===== config.mk =====
export PLATFORM = sky130hd
export DESIGN_NAME = wb_commit_stage
export DESIGN_NICKNAME = d
export VERILOG_FILES = /design/src/rtl/wb_commit_stage.sv
export SDC_FILE = /design/constraint.sdc
export NUM_CORES = 1
export LEC_CHECK = 0
export BUFFER_PORTS_ARGS = -buffer_cell sky130_fd_sc_hd__buf_2
export CAP_MARGIN = 20
export CORE_UTILIZATION = 25
export CTS_CLUSTER_SIZE = 20
export DETAILED_ROUTE_END_ITERATION = 7
export PLACE_DENSITY = 0.39
export SETUP_SLACK_MARGIN = 0.1
export SYNTH_ARGS = -nofsm -noshare
export SYNTH_HDL_FRONTEND = slang
export SYNTH_SLANG_ARGS = --single-unit

===== constraint.sdc =====
create_clock -name clk -period 6.3 [get_ports clk]
set_input_delay 1.26 -clock clk [delete_from_list [all_inputs] [get_ports clk]]
set_output_delay 1.26 -clock clk [all_outputs]
set_load 0.01 [all_outputs]

===== src/rtl/wb_commit_stage.sv =====
// rtl/wb_commit_stage.sv - rv32i writeback/commit stage with trace queue (optional WB_ORDER_CHECK_EN)
module wb_commit_stage #(
  parameter int DEPTH   = 4,
  parameter int ORDER_W = 64
) (
  input  logic               clk,
  input  logic               rst,
  input  logic               mw_valid,
  output logic               wb_ready,
  input  logic [ORDER_W-1:0] mw_order,
  input  logic [3:0]         mw_sel,
  input  logic               mw_ld_reg,
  input  logic               mw_is_store,
  input  logic [4:0]         mw_rd,
  input  logic [31:0]        alu_out,
  input  logic [31:0]        u_imm,
  input  logic [31:0]        mem_rdata,
  input  logic [31:0]        pc_rdata,
  input  logic               br_en,
  input  logic [1:0]         mem_addr_lo,
  output logic               rf_we,
  output logic [4:0]         rf_rd,
  output logic [31:0]        rf_wdata,
  output logic               trc_valid,
  input  logic               trc_ready,
  output logic [ORDER_W-1:0] trc_order,
  output logic [31:0]        trc_pc,
  output logic [4:0]         trc_rd,
  output logic [31:0]        trc_wdata,
  output logic [31:0]        commit_cnt,
  output logic               order_err
);

  localparam int PTR_W = $clog2(DEPTH);
  localparam int CNT_W = PTR_W + 1;

  logic [ORDER_W-1:0] r_last_order;
  logic               r_last_vld;
  logic [31:0]        r_commit_cnt;
  logic               r_rf_we;
  logic [4:0]         r_rf_rd;
  logic [31:0]        r_rf_wdata;
  logic [PTR_W-1:0]   r_wptr;
  logic [PTR_W-1:0]   r_rptr;
  logic [CNT_W-1:0]   r_count;

  logic [ORDER_W-1:0] r_q_order [DEPTH];
  logic [31:0]        r_q_pc    [DEPTH];
  logic [4:0]         r_q_rd    [DEPTH];
  logic [31:0]        r_q_wdata [DEPTH];

  logic        w_new;
  logic        w_full;
  logic        w_accept;
  logic        w_deq;
  logic        w_we;
  logic [7:0]  w_byte;
  logic [15:0] w_half;
  logic [31:0] w_sel_data;
  logic [4:0]  w_rec_rd;
  logic [31:0] w_rec_wdata;

  // A repeated tag means upstream is stalled on the same instruction; ignore it.
  assign w_new    = mw_valid && (!r_last_vld || (mw_order != r_last_order));
  assign w_full   = (r_count == CNT_W'(DEPTH));
  assign wb_ready = !w_full || trc_ready;
  assign w_accept = w_new && wb_ready;
  assign w_deq    = trc_valid && trc_ready;

  // Load alignment and regfilemux selection.
  always_comb begin
    w_byte = 8'h00;
    case (mem_addr_lo)
      2'd0:    w_byte = mem_rdata[7:0];
      2'd1:    w_byte = mem_rdata[15:8];
      2'd2:    w_byte = mem_rdata[23:16];
      default: w_byte = mem_rdata[31:24];
    endcase
    w_half = mem_addr_lo[1] ? mem_rdata[31:16] : mem_rdata[15:0];
    w_sel_data = 32'h0;
    case (mw_sel)
      4'd0:    w_sel_data = alu_out;
      4'd1:    w_sel_data = {31'b0, br_en};
      4'd2:    w_sel_data = u_imm;
      4'd3:    w_sel_data = mem_rdata;
      4'd4:    w_sel_data = pc_rdata + 32'd4;
      4'd5:    w_sel_data = {{24{w_byte[7]}}, w_byte};
      4'd6:    w_sel_data = {24'b0, w_byte};
      4'd7:    w_sel_data = {{16{w_half[15]}}, w_half};
      4'd8:    w_sel_data = {16'b0, w_half};
      default: w_sel_data = 32'h0;
    endcase
    if (mw_is_store) begin
      w_sel_data = 32'h0;
    end
  end

  assign w_we        = mw_ld_reg && !mw_is_store && (mw_rd != 5'd0);
  assign w_rec_rd    = w_we ? mw_rd : 5'd0;
  assign w_rec_wdata = w_we ? w_sel_data : 32'h0;

  // Duplicate-tracking state and the retired-instruction counter.
  always_ff @(posedge clk) begin
    if (rst) begin
      r_last_order <= '0;
      r_last_vld   <= 1'b0;
      r_commit_cnt <= 32'h0;
    end else if (w_accept) begin
      r_last_order <= mw_order;
      r_last_vld   <= 1'b1;
      r_commit_cnt <= r_commit_cnt + 32'd1;
    end
  end

  // Register-file write port: one-cycle enable, data held between writes.
  always_ff @(posedge clk) begin
    if (rst) begin
      r_rf_we    <= 1'b0;
      r_rf_rd    <= 5'd0;
      r_rf_wdata <= 32'h0;
    end else begin
      r_rf_we <= w_accept && w_we;
      if (w_accept) begin
        r_rf_rd    <= w_rec_rd;
        r_rf_wdata <= w_rec_wdata;
      end
    end
  end

  // Queue pointers and occupancy; simultaneous enqueue/dequeue leaves count unchanged.
  always_ff @(posedge clk) begin
    if (rst) begin
      r_wptr  <= '0;
      r_rptr  <= '0;
      r_count <= '0;
    end else begin
      if (w_accept) r_wptr <= r_wptr + 1'b1;
      if (w_deq)    r_rptr <= r_rptr + 1'b1;
      case ({w_accept, w_deq})
        2'b10:   r_count <= r_count + 1'b1;
        2'b01:   r_count <= r_count - 1'b1;
        default: r_count <= r_count;
      endcase
    end
  end

  // Queue storage; contents are masked at the outputs while empty so no reset is needed.
  always_ff @(posedge clk) begin
    if (w_accept) begin
      r_q_order[r_wptr] <= mw_order;
      r_q_pc[r_wptr]    <= pc_rdata;
      r_q_rd[r_wptr]    <= w_rec_rd;
      r_q_wdata[r_wptr] <= w_rec_wdata;
    end
  end

  assign trc_valid  = (r_count != '0);
  assign trc_order  = trc_valid ? r_q_order[r_rptr] : '0;
  assign trc_pc     = trc_valid ? r_q_pc[r_rptr]    : 32'h0;
  assign trc_rd     = trc_valid ? r_q_rd[r_rptr]    : 5'd0;
  assign trc_wdata  = trc_valid ? r_q_wdata[r_rptr] : 32'h0;
  assign rf_we      = r_rf_we;
  assign rf_rd      = r_rf_rd;
  assign rf_wdata   = r_rf_wdata;
  assign commit_cnt = r_commit_cnt;

`ifdef WB_ORDER_CHECK_EN
  logic [ORDER_W-1:0] r_exp_order;
  logic               r_order_err;

  // Expected-tag tracker: flag any gap, then resync to the observed sequence.
  always_ff @(posedge clk) begin
    if (rst) begin
      r_exp_order <= '0;
      r_order_err <= 1'b0;
    end else if (w_accept) begin
      if (mw_order != r_exp_order) r_order_err <= 1'b1;
      r_exp_order <= mw_order + 1'b1;
    end
  end

  assign order_err = r_order_err;
`else
  assign order_err = 1'b0;
`endif

endmodule


# --- Word level (Yosys, flattened, before mapping) ---
# Memories as Yosys holds them, arrays and structs flattened. A register that Yosys moved wholly into a read port is not among the register bits.
# Cells that the tools add are included.
# Widths: inputs -> output; s select.
op_classes:
  n_addsub: 6
  reduce_logical: 16
  eq_ne: 14
  n_mux: 21
ops:
  columns: ["op", "n"]
  rows:
  - ["$pmux 32 s9", 1]
  - ["$mux 32", 4]
  - ["$mux 64", 1]
  - ["$ne 64x64->1", 1]
  - ["$add 32x1->32 const B", 1]
  - ["$add 32x3->32 const B", 1]
  - ["$pmux 8 s3", 1]
  - ["$eq 4x3->1 const B", 4]
  - ["$mux 16", 1]
  - ["$mux 2", 8]
  - ["$mux 5", 2]
  - ["$eq 4x2->1 const B", 2]
  - ["$logic_and 1x1->1", 6]
  - ["$pmux 3 s2", 1]
  - ["$reduce_bool 5->1", 1]
  - ["$add 2x1->2 const B", 2]
  - ["$eq 2x1->1 const B", 2]
  - ["$eq 2x2->1 const B", 2]
  - ["$eq 4x1->1 const B", 1]
  - ["$eq 4x4->1 const B", 1]
  - ["$logic_not 4->1", 1]
  - ["$add 3x1->3 const B", 1]
  - ["$eq 3x3->1 const B", 1]
  - ["$logic_not 1->1", 3]
  - ["other kinds (6)", 8]
word_totals:
  mem_count: 4
  ram_bits: 532
  out_inout_bits: 206
  wordCells: 70
  regBits: 142
mem_list:
  columns: ["memory", "words", "word_bits", "rd", "rd_clocked_by_memory_dff", "write_ports", "line_no", "source"]
  rows:
  - ["r_q_order", 4, 64, 1, 1, 1, "47", "logic [ORDER_W-1:0] r_q_order [DEPTH];"]
  - ["r_q_pc", 4, 32, 1, 1, 1, "48", "logic [31:0] r_q_pc [DEPTH];"]
  - ["r_q_wdata", 4, 32, 1, 1, 1, "50", "logic [31:0] r_q_wdata [DEPTH];"]
  - ["r_q_rd", 4, 5, 1, 1, 1, "49", "logic [4:0] r_q_rd [DEPTH];"]

# --- Logic depth before layout (Yosys ltp) ---
# Gate-level depths: netlist of the first run.
depth:
  depth_word: 6
  ltp_mapped: 14

# --- Least setup slack after synthesis of the first run ---
# OpenSTA, ideal clock, no wires.
synth_path:
  path_kind: "input to register"
  start: "input port mw_order[63]"
  end: "memory r_q_order[0][0], enable pin"
  path_slack_ns: 0.536
  required_ns: 5.791
  path_stages: 8
  arrival_time_ns: 5.255
  setup_time_ns: 0.509
  path_cell_list: "xnor2_1 > nand4_1 > nor4_1 > nand4_1 > o21a_1 > buf_4 > buf_2 > and2_1"
synth_between:
  elab_chain_len: 6
synth_lines:
  columns: ["element", "line_no", "source"]
  rows:
  - ["start: declaration", "10", "input logic [ORDER_W-1:0] mw_order,"]
  - ["$ne 64x64->1", "64", "assign w_new = mw_valid && (!r_last_vld || (mw_order != r_last_order));"]
  - ["$logic_or 1x1->1", "64", null]
  - ["$logic_and 1x1->1", "64", null]
  - ["$logic_and 1x1->1", "67", "assign w_accept = w_new && wb_ready;"]
  - ["$mux 1", "149", "if (w_accept) begin"]
  - ["$mux 1 (implied by the code)", "150", "r_q_order[r_wptr] <= mw_order;"]
  - ["end: declaration", "47", null]
# Every way passes these cells.

# --- Worst setup path after layout of the first run ---
layout_path:
  start: "input port mw_order[0]"
  end: "register r_count[2]"
layout_between:
  elab_chain_len: 6
  elab_cells_between_ends: 8
layout_lines:
  columns: ["element", "line_no", "source"]
  rows:
  - ["$ne 64x64->1 (*)", "64", null]
  - ["$logic_or 1x1->1 (*)", "64", null]
  - ["$logic_and 1x1->1 (*)", "64", null]
  - ["$logic_and 1x1->1 (*)", "67", null]
  - ["$eq 2x1->1 or $eq 2x2->1 (tied branches)", "139", "case ({w_accept, w_deq})"]
  - ["$pmux 3 s2 or $reduce_bool 2->1 (tied branches)", null, null]
  - ["end signal: assignment", "140", "2'b10: r_count <= r_count + 1'b1;"]
  - ["end signal: assignment", "141", "2'b01: r_count <= r_count - 1'b1;"]
  - ["end signal: assignment", "142", "default: r_count <= r_count;"]
  - ["end: declaration", "45", "logic [CNT_W-1:0] r_count;"]
# Mark *: on every way between the ends. The rest lies on a longest branch, timed or not.
# A chain may end at the register's enable or synchronous reset.

==> results.md, run 1 <==
- Later-pin clock latency in the skew report: about 0.64 ns
- IO Count: around 420
- Yosys warns: 0
- Design area: approximately 35,000 um2
- GP Congestion: around 0.8
- Placed Area: approximately 32,000 um2
- Dpl hpwl: 60.8 mm
- Initial antenna violation count: 20
- Vias: 18,113
- Clock sink total: ~680
- Overall power after layout: ~0.013 W
- Post-synth EDFFs: between 500 and 600
- Top cell type's share of synthesized area: 0.558
- Vias in the first global route: 18,654
- Crit path launch type: primary input
- IO Port Bufs: 414
- First-pass GRT wire length: ~130 mm
- CTS Hold Buffers Added: 0
- Syn Area/Cell: 14.7 um2
- Tot GR Track Use: 0.155
- Slew @ Worst Pin: 1.13 ns
- CTS tree: yes
- Post-CTS sizing: 0
- DR pass1 iterations: 5
- Worst min path class: register to register
- RSZ-0062 raised after global routing: no
- Grt ovf: 0
- CP peak stage delay: 0.69 ns
- WS Path Type: primary input to register
- Layout Nets: between 2,000 and 3,000
- Yosys cell types: between 60 and 70
- Die Wd: ~340 um
- DR DRC count: 0
- Clk pin slew, worst setup/hold paths: about 0.06 ns
- Crit path cell chain: buf_2, xnor2_1, nand4_1, nor4_1, nand4_1, o21a_4, inv_6, ha_1, inv_1, fa_1, xor2_1, or3_1, a21oi_1
- Count of final hold-check violations: 0
- Total core area: ~110,000 um2
- Max_cap viols: 0
- Status: finished clean
- Synth Register Bits: between 600 and 700
- Crit end category: register
- Post-CTS setup buffers: 0
- Final Slew Violations: 0
- Syn Inst Count: ~2,000
- Syn_nets: around 2,200
- Final Critical Period: about 4.7 ns
- WL/cell: 23.3 um
- CP max stage cell: nor4_1
- Setup TNS: 0 ns
- Wirelength, routed: a little over 90 mm
- WP data arrival: around 5.2 ns
- Async set-reset flop share out of synthesis: 0
- Max VDD drop: roughly 210 uV
- Clock Root Buffer: clkbuf_16
- Initial core utilization: 0.253
- Row cnt: 123
- Top FF cell, synth: edfxtp_1
- Critical Path RT: 6.86 ns
- Mapped Area: 28,600 um2
- H-Tree Depth: 3
- Top post-synthesis cells by area: edfxtp_1 56%, mux4_2 11%, dfxtp_1 10%, and2_1 3.2%, nand2_1 2.9%
- PwrDens: 372 nW/um2
- Vias per cell: between 4 and 5
- Max Buffers Root-to-Sink: 3
- Most used cell along the critical path: nand4_1
- Skew final: between 0.02 and 0.03 ns
- Pleak: 12.1 nW
- Dominant cell type by area after synthesis: edfxtp_1
- Max Freq: about 210 MHz
- Fin crit share: 0.742
- Die ar.: ~120,000 um2
- Layout area overhead: 22.8%
- Slew headroom: 0.238
- Share of cells above drive strength 1: 0.314
- Post-synthesis sequential area ratio: 0.658
- Drt initial violations: approximately 1,100
- Final Setup Violations: 0
- Post-DRT Antenna Nets: 0
- Peak fanout along the critical path: approximately 50
- Die Span Y: 340 um
- Largest net degree at the start of global routing: around 150
- Inserted Clock Buffers: 81
==> through the flow <==
| stage | setup slack, ns | utilization | cells | hold WS (ns) |
|---|---|---|---|---|
| floorplan | 0.536 | - | 1945 | 0.440 |
| global placement | 0.793 | 0.287 | 3766 | 0.446 |
| detailed placement | 0.914 | 0.287 | 3768 | 0.446 |
| CTS | 1.62 | 0.311 | 3918 | 0.454 |
| global route | 1.53 | 0.311 | 3922 | 0.478 |
| finish | 1.63 | 0.311 | 3923 | 0.452 |
==> final cells by class <==
class                   instances  area (um2)
fillers                     11312       77900
multi-input cells            1123        9200
flip-flops and latches        676       18900
clock inverters                37         353
diodes                          4        10.0
well taps                    1500        1880
repair buffers                444        2440
clock buffers                 113        2330
inverters                      26         103
==> worst max-delay path: cells and delay by family <==
family	cells	cell delay [ns]
AND/OR/NAND/NOR	4	1.81
AO/OA/AOI/OAI	2	0.74
adder cells (fa/ha/maj)	2	0.57
XOR/XNOR	2	0.45
buffers and inverters	3	0.36
==> cell usage after synthesis (15+ instances only) <==
cell type,number
mux2_2,31
clkbuf_1,75
edfxtp_1,532
nand2_1,220
dfxtp_1,144
nor2_1,46
or4_1,22
mux4_2,142
o31ai_1,21
nand3_1,15
o21ai_0,20
a22o_1,18
buf_2,15
xor2_1,27
xnor2_1,65
a21oi_1,161
mux2i_1,15
nand4_1,31
inv_1,25
and2_1,145
buf_1,21
==> state kept, by name, summed over array words and instances (netlist names), named ones only <==
register and cells:
commit_cnt 32, r_count 3, r_last_order 64, r_last_vld 1
r_q_order 256, r_q_pc 128, r_q_rd 20, r_q_wdata 128
r_rptr 2, r_wptr 2, rf_rd 5, rf_wdata 32
rf_we 1
==> power breakdown <==
group          leakage (nW)  internal (W)  switching, W
logic                  4.75       0.00129       0.00183
registers              6.04       0.00514      0.000139
clock network          1.31       0.00283       0.00185
total                  12.1       0.00926       0.00382
==> path summary, 6_finish.rpt <==
check | slack [ns] | from | cells after the start | to
hold reg to reg | 0.45 | rf_wdata[23] | 2 | rf_wdata[23]
setup / recovery | 1.63 | mw_order[0] | 13 | r_count[2]
setup reg to reg | 2.08 | r_last_order[0] | 12 | r_count[2]
hold / removal | 0.45 | rf_wdata[23] | 2 | rf_wdata[23]
==> cells in the final DEF, fill, tap and decap left out, types with 31 or more instances in the layout <==
| cell | netlist | final |
|---|---|---|
| nand2_1 | 220 | 220 |
| nand4_1 | 31 | 31 |
| edfxtp_1 | 532 | 532 |
| mux2_2 | 31 | 31 |
| mux4_2 | 142 | 142 |
| a21oi_1 | 161 | 161 |
| clkbuf_16 | 0 | 87 |
| buf_2 | 15 | 413 |
| dfxtp_1 | 144 | 142 |
| and2_1 | 145 | 141 |
| nor2_1 | 46 | 46 |
| xnor2_1 | 65 | 65 |
==> kinds of logic after synthesis <==
group / after synthesis / share of synthesized area
flip-flops: 676 / 0.658
AND/OR/NAND/NOR: 550 / 0.0989
AO/OA/AOI/OAI: 284 / 0.0601
multiplexers: 188 / 0.129
buffers and inverters: 146 / 0.0216
XOR/XNOR: 92 / 0.0281
adder cells (fa/ha/maj): 8 / 0.00376
other: 1 / 0.000131
==> routing by layer <==
layer  global-route usage  vias to the layer above  part of all wire
met5                    0                        -           0.00093
met4               0.0450                       14             0.021
met3               0.0318                      129             0.048
met2                0.260                      413              0.49
met1                0.200                     9294              0.44
li1                     -                     8263                 -
No activity file was read; power rests on OpenSTA's default activity.
==> inputs of run 2 (changes only) <==
Settings changed: PLACE_DENSITY 0.39 to 0.41.
Clock period 6.3 ns to 4.07 ns, I/O delays scaled along.
==> run 2 against run 1 <==
Against the previous run:
- first-iteration DRC count rose by 11%
- sequential cell count unchanged
- sequential share of layout area down 0.43 points
- clock power rose by 49%
- worst setup slack got worse by 1.1 ns
- total power increased by 54%
- final cell count increased by 1.0%
==> results.md, run 2 (synthesized netlist as in run 1, its figures left out) <==
- Reg2reg start: r_last_order[55]
- DR top layer: met5
- WP data arrival: 2.71 ns
- Slew headroom: 0.358
- Worst min path class: primary input to register
- Crit path launch type: register
- Total length of routed met2 wires: 45.3 mm
- Commonest cells after routing, fill and taps aside: 532 x edfxtp_1, 413 x buf_2, 220 x nand2_1, 161 x a21oi_1
- Die Span Y: approximately 340 um
- Clock Root Buffer: clkbuf_16
- IO Count: approximately 420
- WS Path Type: register to primary output
- Die ar.: 116,000 um2
- R2R cell count: 13
- Flop pwr share: 0.405
- Inserted Clock Buffers: 80
- Share of cells above drive strength 1: 0.321
- IO Port Bufs: roughly 410
- GP Congestion: ~0.84
- Wirelength, routed: 92.7 mm
- P_sw: ~0.006 W
- Vias in the first global route: around 19,000
- Clk pin slew, worst setup/hold paths: ~0.05 ns
- Row cnt: 123
- CTS Hold Buffers Added: 0
- Final Critical Period: 3.52 ns
- Initial antenna violation count: 18
- Worst Hold End: r_q_pc[0][31]
- Later-pin clock latency in the skew report: approximately 0.63 ns
- Largest Register: r_q_order
- Peak fanout along the critical path: 40
- Sw Share: 0.294
- Critical Path RT: approximately 3.3 ns
- Max reg flops: around 260
- Skew final: 0.0193 ns
- Power share of the clock group: 0.347
- Count of final hold-check violations: 0
- H-Tree Depth: 3
- Status: finished clean
- Commonest non-fill, non-tap cell in the layout: edfxtp_1
- First-pass GRT wire length: 134 mm
- Total core area: 113,000 um2
- Drt initial violations: between 1,000 and 1,500
- Vias: ~18,000
- Grt ovf: 0
- Layout area overhead: 23.8%
- WHS Path Cells: 1
- WL/cell: roughly 23 um
- Final Setup Violations: 0
- WL met1: slightly above 40 mm
- DR pass1 iterations: 6
- Design area: about 35,000 um2
- Crit end category: primary output
- Met3 wire length: 4.89 mm
- Worst reg-to-reg setup slack: just over 0.7 ns
- Pleak: around 12 nW
- Final Slew Violations: 0
- Max VDD drop: around 240 uV
- DR DRC count: 0
- Combinational Power Share: 0.248
- Max Freq: 284 MHz
- Placed Area: between 30,000 and 40,000 um2
- RSZ-0062 raised after global routing: no
- Initial core utilization: 0.253
- Slew @ Worst Pin: approximately 0.95 ns
- Vias per cell: around 4.6
- Dpl hpwl: ~64 mm
- Hold_sp: pc_rdata[31]
- Fin util: 0.314
- Post-DRT Antenna Nets: 0
- Post-CTS sizing: 0
- Max_cap viols: 0
- PwrDens: 567 nW/um2
- Die Wd: 340 um
- Clock sink total: between 600 and 700
- Max Buffers Root-to-Sink: 3
- Top Registers: r_q_order: 256 flops, r_q_pc: 128 flops, r_q_wdata: 128 flops
- Largest net degree at the start of global routing: approximately 150
- CTS tree: yes
- Fillers: 11,326
- Post-CTS setup buffers: 0
- Pint: 0.0142 W
- Layout Nets: around 2,600
- RR Endpoint: r_count[2]
- Fin crit share: 0.865
- Overall power after layout: 0.0201 W
- Tot GR Track Use: 0.157
run 2: cell count changes in the layout (fill, tap and decap cells not counted), sizes merged:
cell | previous run | this run
inv | 26 | 31
clkinvlp | 3 | 1
clkbuf | 113 | 105
clkinv | 28 | 32
buf | 444 | 485
run 2: worst max-delay path by stage:
stage / to / slack [ns] / cells past startpoint
floorplan: r_q_order[0][0] / 0.24 / 8
global placement: r_count[2] / -0.08 / 14
detailed placement: r_count[2] / -0.04 / 14
CTS: trc_order[15] / 0.39 / 4
global route: trc_order[15] / 0.35 / 4
finish: trc_order[15] / 0.55 / 4
run 2: routing by layer:
metal | vias to the layer above | track usage
met1 | 9420 | 0.208
li1 | 8324 | -
met2 | 501 | 0.262
met3 | 113 | 0.0323
met4 | 16 | 0.0397
met5 | - | 0
run 2: layout make-up:
cell class | count | area (um2) | area share
flip-flops and latches | 676 | 18900 | 0.532
multi-input cells | 1123 | 9200 | 0.259
repair buffers | 485 | 2860 | 0.0807
clock buffers | 105 | 2180 | 0.0615
well taps | 1500 | 1880 | 0.0529
clock inverters | 44 | 369 | 0.0104
inverters | 26 | 103 | 0.00289
diodes | 4 | 10.0 | 0.000282
run 2: critical path: stages, from the launching register on:
cell and delay, ns:
dfxtp_4 0.69, buf_12 0.37, mux4_2 0.62, and2_1 0.19, buf_2 0.14
run 2: stage by stage:
step | setup WS [ns] | hold WS [ns] | TNS, ns | instances
after floorplan | 0.243 | 0.440 | 0 | 1945
after global placement | -0.0751 | 0.443 | -0.0751 | 3810
after detailed placement | -0.0373 | 0.447 | -0.0373 | 3810
after CTS | 0.388 | 0.388 | 0 | 3959
after global routing | 0.347 | 0.414 | 0 | 3962
final | 0.550 | 0.439 | 0 | 3963
run 2: power groups by stage:
stage	clock network, W	logic (W)	registers [W]
after floorplan	0	0.00284	0.00822
after global placement	0	0.00521	0.00829
after detailed placement	0	0.00521	0.00831
after CTS	0.00719	0.00522	0.00817
after global routing	0.00746	0.00542	0.00820
final	0.00698	0.00499	0.00816
